File: config.mk
export PLATFORM = sky130hd
export DESIGN_NAME = chess_clock_dual
export DESIGN_NICKNAME = d
export VERILOG_FILES = /design/src/rtl/chess_clock_dual.sv
export SDC_FILE = /design/constraint.sdc
export NUM_CORES = 1
export LEC_CHECK = 0
export ABC_AREA = 0
export BUFFER_PORTS_ARGS = -buffer_cell sky130_fd_sc_hd__buf_2
export CAP_MARGIN = 15
export CORE_MARGIN = 10
export CORE_UTILIZATION = 61
export CTS_CLUSTER_DIAMETER = 100
export DETAILED_ROUTE_END_ITERATION = 12
export GPL_TIMING_DRIVEN = 0
export PLACE_DENSITY_LB_ADDON = 0.3
export SYNTH_ARGS = -nofsm -noshare
export SYNTH_HDL_FRONTEND = slang
export SYNTH_SLANG_ARGS = --single-unit
File: constraint.sdc
create_clock -name clk -period 18.45 [get_ports clk]
set_clock_uncertainty 0.1 [all_clocks]
set_input_delay 0.9225 -clock clk [delete_from_list [all_inputs] [get_ports clk]]
set_output_delay 0.9225 -clock clk [all_outputs]
set_load 0.01 [all_outputs]
File: src/rtl/chess_clock_dual.sv
// chess_clock_dual: two-player chess clock with per-player BCD mm:ss budgets.
// Only the side to move counts down, one second per prescaler wrap. Supports a
// Fischer increment on each move, run/pause via the flag level, sticky per-player
// timeout flags and a new-game reload. Four seven-segment digits per player are
// decoded straight from the budget registers.
//
// Ports:
//   clk           system clock
//   reset         asynchronous, active-low reset
//   flag          run/pause level (1 = run, 0 = pause)
//   move_done     one-cycle pulse: the active player completed a move
//   new_game      one-cycle pulse: reload both budgets and return to IDLE
//   active_player 0 = player A to move, 1 = player B
//   running       high only while the clock is counting (state RUN)
//   timeout       bit0 = A flagged, bit1 = B flagged (sticky)
//   seg_a, seg_b  {min_tens, min_units, sec_tens, sec_units}, 7 bits each,
//                 bit0 = segment a .. bit6 = segment g
module chess_clock_dual #(
  parameter int TICK_DIV       = 50000000,
  parameter int START_MIN      = 5,
  parameter int START_SEC      = 0,
  parameter int INC_SEC        = 0,
  parameter int SEG_ACTIVE_LOW = 1
) (
  input  logic        clk,
  input  logic        reset,
  input  logic        flag,
  input  logic        move_done,
  input  logic        new_game,
  output logic        active_player,
  output logic        running,
  output logic [1:0]  timeout,
  output logic [27:0] seg_a,
  output logic [27:0] seg_b
);

  localparam int PW = (TICK_DIV > 1) ? $clog2(TICK_DIV) : 1;
  localparam logic [PW-1:0] PRESC_MAX = PW'(TICK_DIV - 1);
  localparam logic [15:0] START_BCD = {4'(START_MIN / 10), 4'(START_MIN % 10),
                                       4'(START_SEC / 10), 4'(START_SEC % 10)};
  localparam logic [6:0] SEG_MASK = (SEG_ACTIVE_LOW != 0) ? 7'h7F : 7'h00;

  typedef enum logic [1:0] {IDLE, RUN, PAUSED, EXPIRED} state_t;

  state_t            state_reg, state_next;
  logic [1:0][15:0]  budget_reg, budget_next;
  logic [PW-1:0]     presc_reg, presc_next;
  logic              active_reg, active_next;
  logic [1:0]        timeout_reg, timeout_next;

  logic [15:0] cur_budget;
  logic [15:0] dec_budget;
  logic [15:0] tick_budget;
  logic        tick;

  // One-second BCD decrement; only used when the budget is non-zero.
  function automatic logic [15:0] bcd_dec(input logic [15:0] b);
    logic [15:0] r;
    r = b;
    if (b[3:0] != 4'd0) begin
      r[3:0] = b[3:0] - 4'd1;
    end else begin
      r[3:0] = 4'd9;
      if (b[7:4] != 4'd0) begin
        r[7:4] = b[7:4] - 4'd1;
      end else begin
        r[7:4] = 4'd5;
        if (b[11:8] != 4'd0) begin
          r[11:8] = b[11:8] - 4'd1;
        end else begin
          r[11:8]  = 4'd9;
          r[15:12] = b[15:12] - 4'd1;
        end
      end
    end
    return r;
  endfunction

  // Adds the increment with carry from seconds into minutes, saturating at 99:59.
  function automatic logic [15:0] bcd_inc(input logic [15:0] b);
    int s;
    int m;
    s = int'(b[7:4]) * 10 + int'(b[3:0]) + INC_SEC;
    m = int'(b[15:12]) * 10 + int'(b[11:8]);
    if (s >= 60) begin
      s = s - 60;
      m = m + 1;
    end
    if (m > 99) begin
      return 16'h9959;
    end
    return {4'(m / 10), 4'(m % 10), 4'(s / 10), 4'(s % 10)};
  endfunction

  function automatic logic [6:0] seg7(input logic [3:0] d);
    logic [6:0] s;
    case (d)
      4'd0:    s = 7'h3F;
      4'd1:    s = 7'h06;
      4'd2:    s = 7'h5B;
      4'd3:    s = 7'h4F;
      4'd4:    s = 7'h66;
      4'd5:    s = 7'h6D;
      4'd6:    s = 7'h7D;
      4'd7:    s = 7'h07;
      4'd8:    s = 7'h7F;
      4'd9:    s = 7'h6F;
      default: s = 7'h00;  // invalid BCD stays blank
    endcase
    return s;
  endfunction

  assign cur_budget  = budget_reg[active_reg];
  assign dec_budget  = bcd_dec(cur_budget);
  assign tick        = (presc_reg == PRESC_MAX);
  assign tick_budget = tick ? dec_budget : cur_budget;

  always_ff @(posedge clk or negedge reset) begin
    if (!reset) begin
      state_reg   <= IDLE;
      budget_reg  <= {START_BCD, START_BCD};
      presc_reg   <= '0;
      active_reg  <= 1'b0;
      timeout_reg <= 2'b00;
    end else begin
      state_reg   <= state_next;
      budget_reg  <= budget_next;
      presc_reg   <= presc_next;
      active_reg  <= active_next;
      timeout_reg <= timeout_next;
    end
  end

  always_comb begin
    state_next   = state_reg;
    budget_next  = budget_reg;
    presc_next   = presc_reg;
    active_next  = active_reg;
    timeout_next = timeout_reg;

    if (new_game) begin
      state_next   = IDLE;
      budget_next  = {START_BCD, START_BCD};
      presc_next   = '0;
      active_next  = 1'b0;
      timeout_next = 2'b00;
    end else begin
      case (state_reg)
        IDLE: begin
          // A's opening move hands the clock to B without any increment.
          if (move_done) begin
            active_next = 1'b1;
            state_next  = flag ? RUN : PAUSED;
          end
        end
        RUN: begin
          if (!flag) begin
            state_next = PAUSED;
          end else if (cur_budget == 16'h0000) begin
            // Entered RUN with an empty budget: flag without waiting for a tick.
            timeout_next[active_reg] = 1'b1;
            state_next               = EXPIRED;
          end else if (tick && (dec_budget == 16'h0000)) begin
            // Running out beats a move landing on the same edge.
            budget_next[active_reg]  = dec_budget;
            timeout_next[active_reg] = 1'b1;
            presc_next               = '0;
            state_next               = EXPIRED;
          end else if (move_done) begin
            // Decrement (if any) first, then the increment, on the outgoing side.
            budget_next[active_reg] = bcd_inc(tick_budget);
            active_next             = ~active_reg;
            presc_next              = '0;
          end else begin
            budget_next[active_reg] = tick_budget;
            presc_next              = tick ? '0 : presc_reg + 1'b1;
          end
        end
        PAUSED: begin
          if (flag) begin
            state_next = RUN;
          end
        end
        EXPIRED: begin
        end
        default: begin
          state_next = IDLE;
        end
      endcase
    end
  end

  assign active_player = active_reg;
  assign running       = (state_reg == RUN);
  assign timeout       = timeout_reg;

  // Digit gi of each player sits at budget bits [4*gi +: 4] and seg bits [7*gi +: 7].
  generate
    for (genvar gi = 0; gi < 4; gi++) begin : g_seg
      assign seg_a[gi*7 +: 7] = seg7(budget_reg[0][gi*4 +: 4]) ^ SEG_MASK;
      assign seg_b[gi*7 +: 7] = seg7(budget_reg[1][gi*4 +: 4]) ^ SEG_MASK;
    end
  endgenerate

endmodule

# == Word-level counts from Yosys, hierarchy flattened ==
# Memories as Yosys holds them, arrays and structs flattened.
# Cells that the tools add are included.
# totals
reg_bits,63
rom_bits,896
inputBits,5
output_inout_bits,60
word_cells,149
memories,8
# mem_list
memory,depth,word_bits,rd,rd_clocked_by_memory_dff,write_ports,line_no,rtl
(no name shown),16,7,1,0,0,97,case (d)
(no name shown),16,7,1,0,0,97,
(no name shown),16,7,1,0,0,97,
(no name shown),16,7,1,0,0,97,
(no name shown),16,7,1,0,0,97,
(no name shown),16,7,1,0,0,97,
+2 memories,n/a,n/a,n/a,n/a,n/a,n/a,
# op_classes
addsub,9
mul,2
div,4
magnitude_cmp,4
eq_ne,11
muxes,78
bitwise,10
reduce_logical,17
# op_table
op,count
$mux 32,19
$mux 16,12
$mux 26,7
$bwmux 32,3
$div 32x5->32 const B,2
$mod 32x5->32 const B,2
$not 7->7,8
$gt 32x8->1 const B,1
$logic_not 16->1,2
$add 26x1->26 const B,1
$eq 26x26->1 const B,1
$mux 2,12
$add 8x4->9,2
$ne 3x3->1 const B,6
$demux 16 s1,1
$mux 4,4
$reduce_bool 4->1,4
$sub 4x1->4 const B,4
$mul 4x3->7 const B,2
$mux 1,14
$mux 12,1
$add 9x1->10 const B,1
$mux 10,1
$sub 9x6->10 const B,1
20 further kinds,24

# == Depth between registers and ports, before layout ==
# depth
depth_word,39
depth_mapped,38
depth_no_buf,31

# == Worst setup path before layout ==
# No wires, ideal clock.
# synth_path
path_type,register -> register
from,reg active_reg (netlist: active_player)
to,reg budget_reg[11] (netlist bit)
setup_time_ns,0.122
t_arrival_ns,8.370
t_required_ns,18.228
setup_slack_ns,9.858
path_stages_with_launch,36
synth_period_minus_slack_ns,8.592
cell_sequence,dfrtp_1 -> buf_2 -> buf_1 -> clkbuf_1 -> clkbuf_1 -> o21ai_0 -> inv_1 -> ha_1 -> nor4bb_1 -> o221a_2 -> and2_0 -> clkbuf_1 -> nand2_1 -> mux2i_1 -> ha_1 -> ha_1 -> inv_1 -> fa_1 -> nand2b_1 -> nor3_1 -> xnor2_1 -> xnor3_1 -> nor4_2 -> xnor2_1 -> clkbuf_1 -> nand4_1 -> o22ai_1 -> a211oi_2 -> and2_1 -> buf_2 -> xnor2_1 -> ha_1 -> nor4_1 -> a311oi_1 -> o221ai_1 -> a32o_1
# synth_between
elab_chain_len,39
elab_cells_between_ends,64
classes_between,add/sub (7); mul (2); div (1); order compare (4); eq/ne (1); mux (41); reduce/logical (8)
# synth_rtl
element,line_no,rtl
start: declaration,48,"logic active_reg, active_next;"
start signal: assignment,129,active_reg <= active_next;
branches (longest 39 deep; another with $add 9x1->10),n/a,
end signal: assignment,121,"budget_reg <= {START_BCD, START_BCD};"
end signal: assignment,127,budget_reg <= budget_next;
end: declaration,46,"logic [1:0][15:0] budget_reg, budget_next;"
# Several ways; the timed one is not identified. The select of a mux whose other input is x is not followed.
# A chain may end at the register's enable or synchronous reset.

# == Worst setup path in the final report ==
# Same ends and word-level chain as after synthesis.

==> results.sh <==
export IMPL_largest_reg_flops=32
export IMPL_htree_levels=3
export IMPL_synth_nets=1248
export IMPL_outcome="finished clean"
export IMPL_synth_area_um2=8390
export IMPL_slowest_delay_ns=0.56
export IMPL_rsz0062_at_grt="false"
export IMPL_cp_required_ns=18.57
export IMPL_yosysSeqAreaShare=0.189
export IMPL_grt_use_total=0.250
export IMPL_ys_ff_latch=63
export IMPL_startpoint_type="flop"
export IMPL_grt_max_degree=41
export IMPL_wire_per_inst_um=17.1
export IMPL_p_per_area_nw_per_um2=63.2
export IMPL_syn2layout_area_growth_pct=10.2
export IMPL_rows=42
export IMPL_ios=65
export IMPL_drt_first_pass_iters=6
export IMPL_antenna_left=0
export IMPL_cap_violations=0
export IMPL_finalWirelength_um=24400
export IMPL_finalSetupViolCount=0
export IMPL_numPortBuffers=63
export IMPL_p_leak_uw=0.00401
export IMPL_die_height_um=137
export IMPL_cts_resized_gates=0
export IMPL_die_area_um2=18800
export IMPL_avgSynthCellArea_um2=7.17
export IMPL_ys_flop_type="dfrtp_1"
export IMPL_cts_hold_buf=0
export IMPL_period_needed_ns=10.74
export IMPL_dieWidth_um=137
export IMPL_nets=1323
export IMPL_worstMarginPinSlew_ns=1.29
export IMPL_cp_top_family="buffers and inverters"
export IMPL_drc=0
export IMPL_hp_class="flop to flop"
export IMPL_whs_ns=0.400
export IMPL_yosys_warnings=0
export IMPL_clk_pin_slew_ns=0.06
export IMPL_diodes=0
export IMPL_via_per_inst=6.45
export IMPL_drive_gt1_frac=0.102
export IMPL_cp_num_buf_inv=9
export IMPL_max_freq_mhz=93.1
export IMPL_dr_total_vias=9193
export IMPL_cts_path_max_buffers=2
export IMPL_placeableCoreArea_um2=13300
export IMPL_gr_total_overflow=0
export IMPL_cts_tree="done"
export IMPL_drv_slew=0
export IMPL_cp_end_kind="flop"
export IMPL_drtIter0Drc=1069
export IMPL_fin_crit_sh=0.582
export IMPL_peakVddDrop_v=0.0000449
export IMPL_crit_arrival_ns=10.86
export IMPL_gp_congestion=0.983
export IMPL_synth_distinct_cells=92
export IMPL_dp_hpwl_um=18500
export IMPL_path_class="flop to flop"
export IMPL_synthCells=1170
export IMPL_cts_root_buf="clkbuf_16"
export IMPL_async_flop_share=1.00
export IMPL_cts_buffers=9
export IMPL_antenna_found_initial=0
export IMPL_synth_edf_count=0
export IMPL_clock_latency_ns=0.34
export IMPL_cp_slowest_cell="xnor3_1"
export IMPL_grt_pass1_wl_um=39400
export IMPL_setup_tns_ns=0
export IMPL_final_hold_violation_count=0
export IMPL_grt_pass1_vias=8033
export IMPL_relSlewSlack=0.139
export IMPL_start_util=0.629
export IMPL_cts_setup_buffers=0
export IMPL_cts_sinks=63
export IMPL_crit_path_max_fanout=10
export IMPL_fillers=1149
metal layers:
metal / GRT usage / vias up / wire, µm
met5: 0 / - / 0
met4: 0.0884 / 0 / 635
met3: 0.0375 / 62 / 2000
met2: 0.413 / 463 / 11200
met1: 0.326 / 4234 / 10500
li1: - / 4434 / -
per-stage QoR:
stage	cell area [µm²]	utilization	power, µW	worst slack (ns)	instances
final	9240	0.693	585	7.71	1426
after global routing	9240	0.693	614	7.20	1426
after CTS	9240	0.693	577	7.99	1426
after detailed placement	8940	0.670	405	8.10	1410
after global placement	8920	0.669	400	8.21	1409
after floorplan	8390	-	338	9.86	1170
power breakdown:
group          switching [µW]  internal [µW]  leakage, µW
Clock                    64.2            108     0.000146
Sequential               6.68            144     0.000862
Combinational             168           92.8      0.00300
cell usage in the layout (no fill, tap or decap), types with 23 or more instances in the layout:
| cell | netlist | routed |
|---|---|---|
| a21oi_1 | 90 | 90 |
| a31oi_1 | 23 | 23 |
| buf_2 | 6 | 69 |
| clkbuf_1 | 37 | 38 |
| dfrtp_1 | 59 | 59 |
| ha_1 | 69 | 69 |
| inv_1 | 54 | 54 |
| nand2_1 | 137 | 137 |
| nand3_1 | 42 | 42 |
| nand4_1 | 24 | 24 |
| nor2_1 | 141 | 141 |
| nor3_1 | 35 | 35 |
| o21ai_0 | 88 | 88 |
| xnor2_1 | 30 | 30 |
| xor2_1 | 26 | 26 |
worst reg2reg max path, delay by kind of cell (launching register included):
kind / cells / cell delay (ns)
xor gates and xnor gates: 4 / 1.19
buffers and inverters: 9 / 2.60
and+or+nand+nor: 9 / 2.47
AOI/OAI and AO/OA: 7 / 1.84
muxes: 1 / 0.45
adders and majority gates: 5 / 1.58
DFF: 1 / 0.40
logic make-up (layout without fill, tap and decap cells):
family | Yosys count | count (layout) | synth area share
compound gates | 344 | 344 | 0.268
fa+ha+maj | 74 | 74 | 0.114
flops | 63 | 63 | 0.189
buf+inv | 108 | 188 | 0.0510
xor+xnor | 57 | 57 | 0.0611
mux | 23 | 23 | 0.0280
simple gates | 501 | 501 | 0.289
path summary, 6_finish.rpt:
| path | depth (start not counted) | endpoint | slack (ns) | start |
|---|---|---|---|---|
| worst max-delay path | 35 | budget_reg[11]$_DFFE_PN0P_ | 7.71 | active_player$_DFFE_PN0P_ |
| worst min-delay path | 2 | timeout[0]$_DFFE_PN0P_ | 0.40 | timeout[0]$_DFFE_PN0P_ |
| worst max register to register | 35 | budget_reg[11]$_DFFE_PN0P_ | 7.71 | active_player$_DFFE_PN0P_ |
| worst min register to register | 2 | timeout[0]$_DFFE_PN0P_ | 0.40 | timeout[0]$_DFFE_PN0P_ |
| max in group asynchronous | 2 | budget_reg[26]$_DFFE_PN1P_ | 17.09 | reset |
| min in group asynchronous | 1 | presc_reg[6]$_DFFE_PN0P_ | 0.48 | reset |
Yosys cell counts (all sizes together) (15+ instances only):
cell type,instances,area share
nor2,142,0.064
nand2,137,0.061
o21ai,94,0.056
a21oi,90,0.054
ha,69,0.10
dfrtp,59,0.18
inv,54,0.024
nand3,43,0.026
clkbuf,37,0.017
nor3,36,0.022
xnor2,30,0.031
xor2,26,0.027
nand4,24,0.018
a31oi,23,0.017
nand2b,21,0.016
mux2i,19,0.023
nor4,18,0.015
buf,17,0.010
or2,15,0.011
area by class of cell:
cell class | count | area, µm² | share of cell area
multi-input combinational | 999 | 6380 | 0.690
sequential | 63 | 1580 | 0.171
timing repair buffer | 64 | 335 | 0.0363
clock buffer | 11 | 243 | 0.0263
buffer | 54 | 225 | 0.0244
tap | 176 | 220 | 0.0238
inverter | 54 | 203 | 0.0219
clock inverter | 5 | 56.3 | 0.00609
No activity file was read; power rests on OpenSTA's default activity.
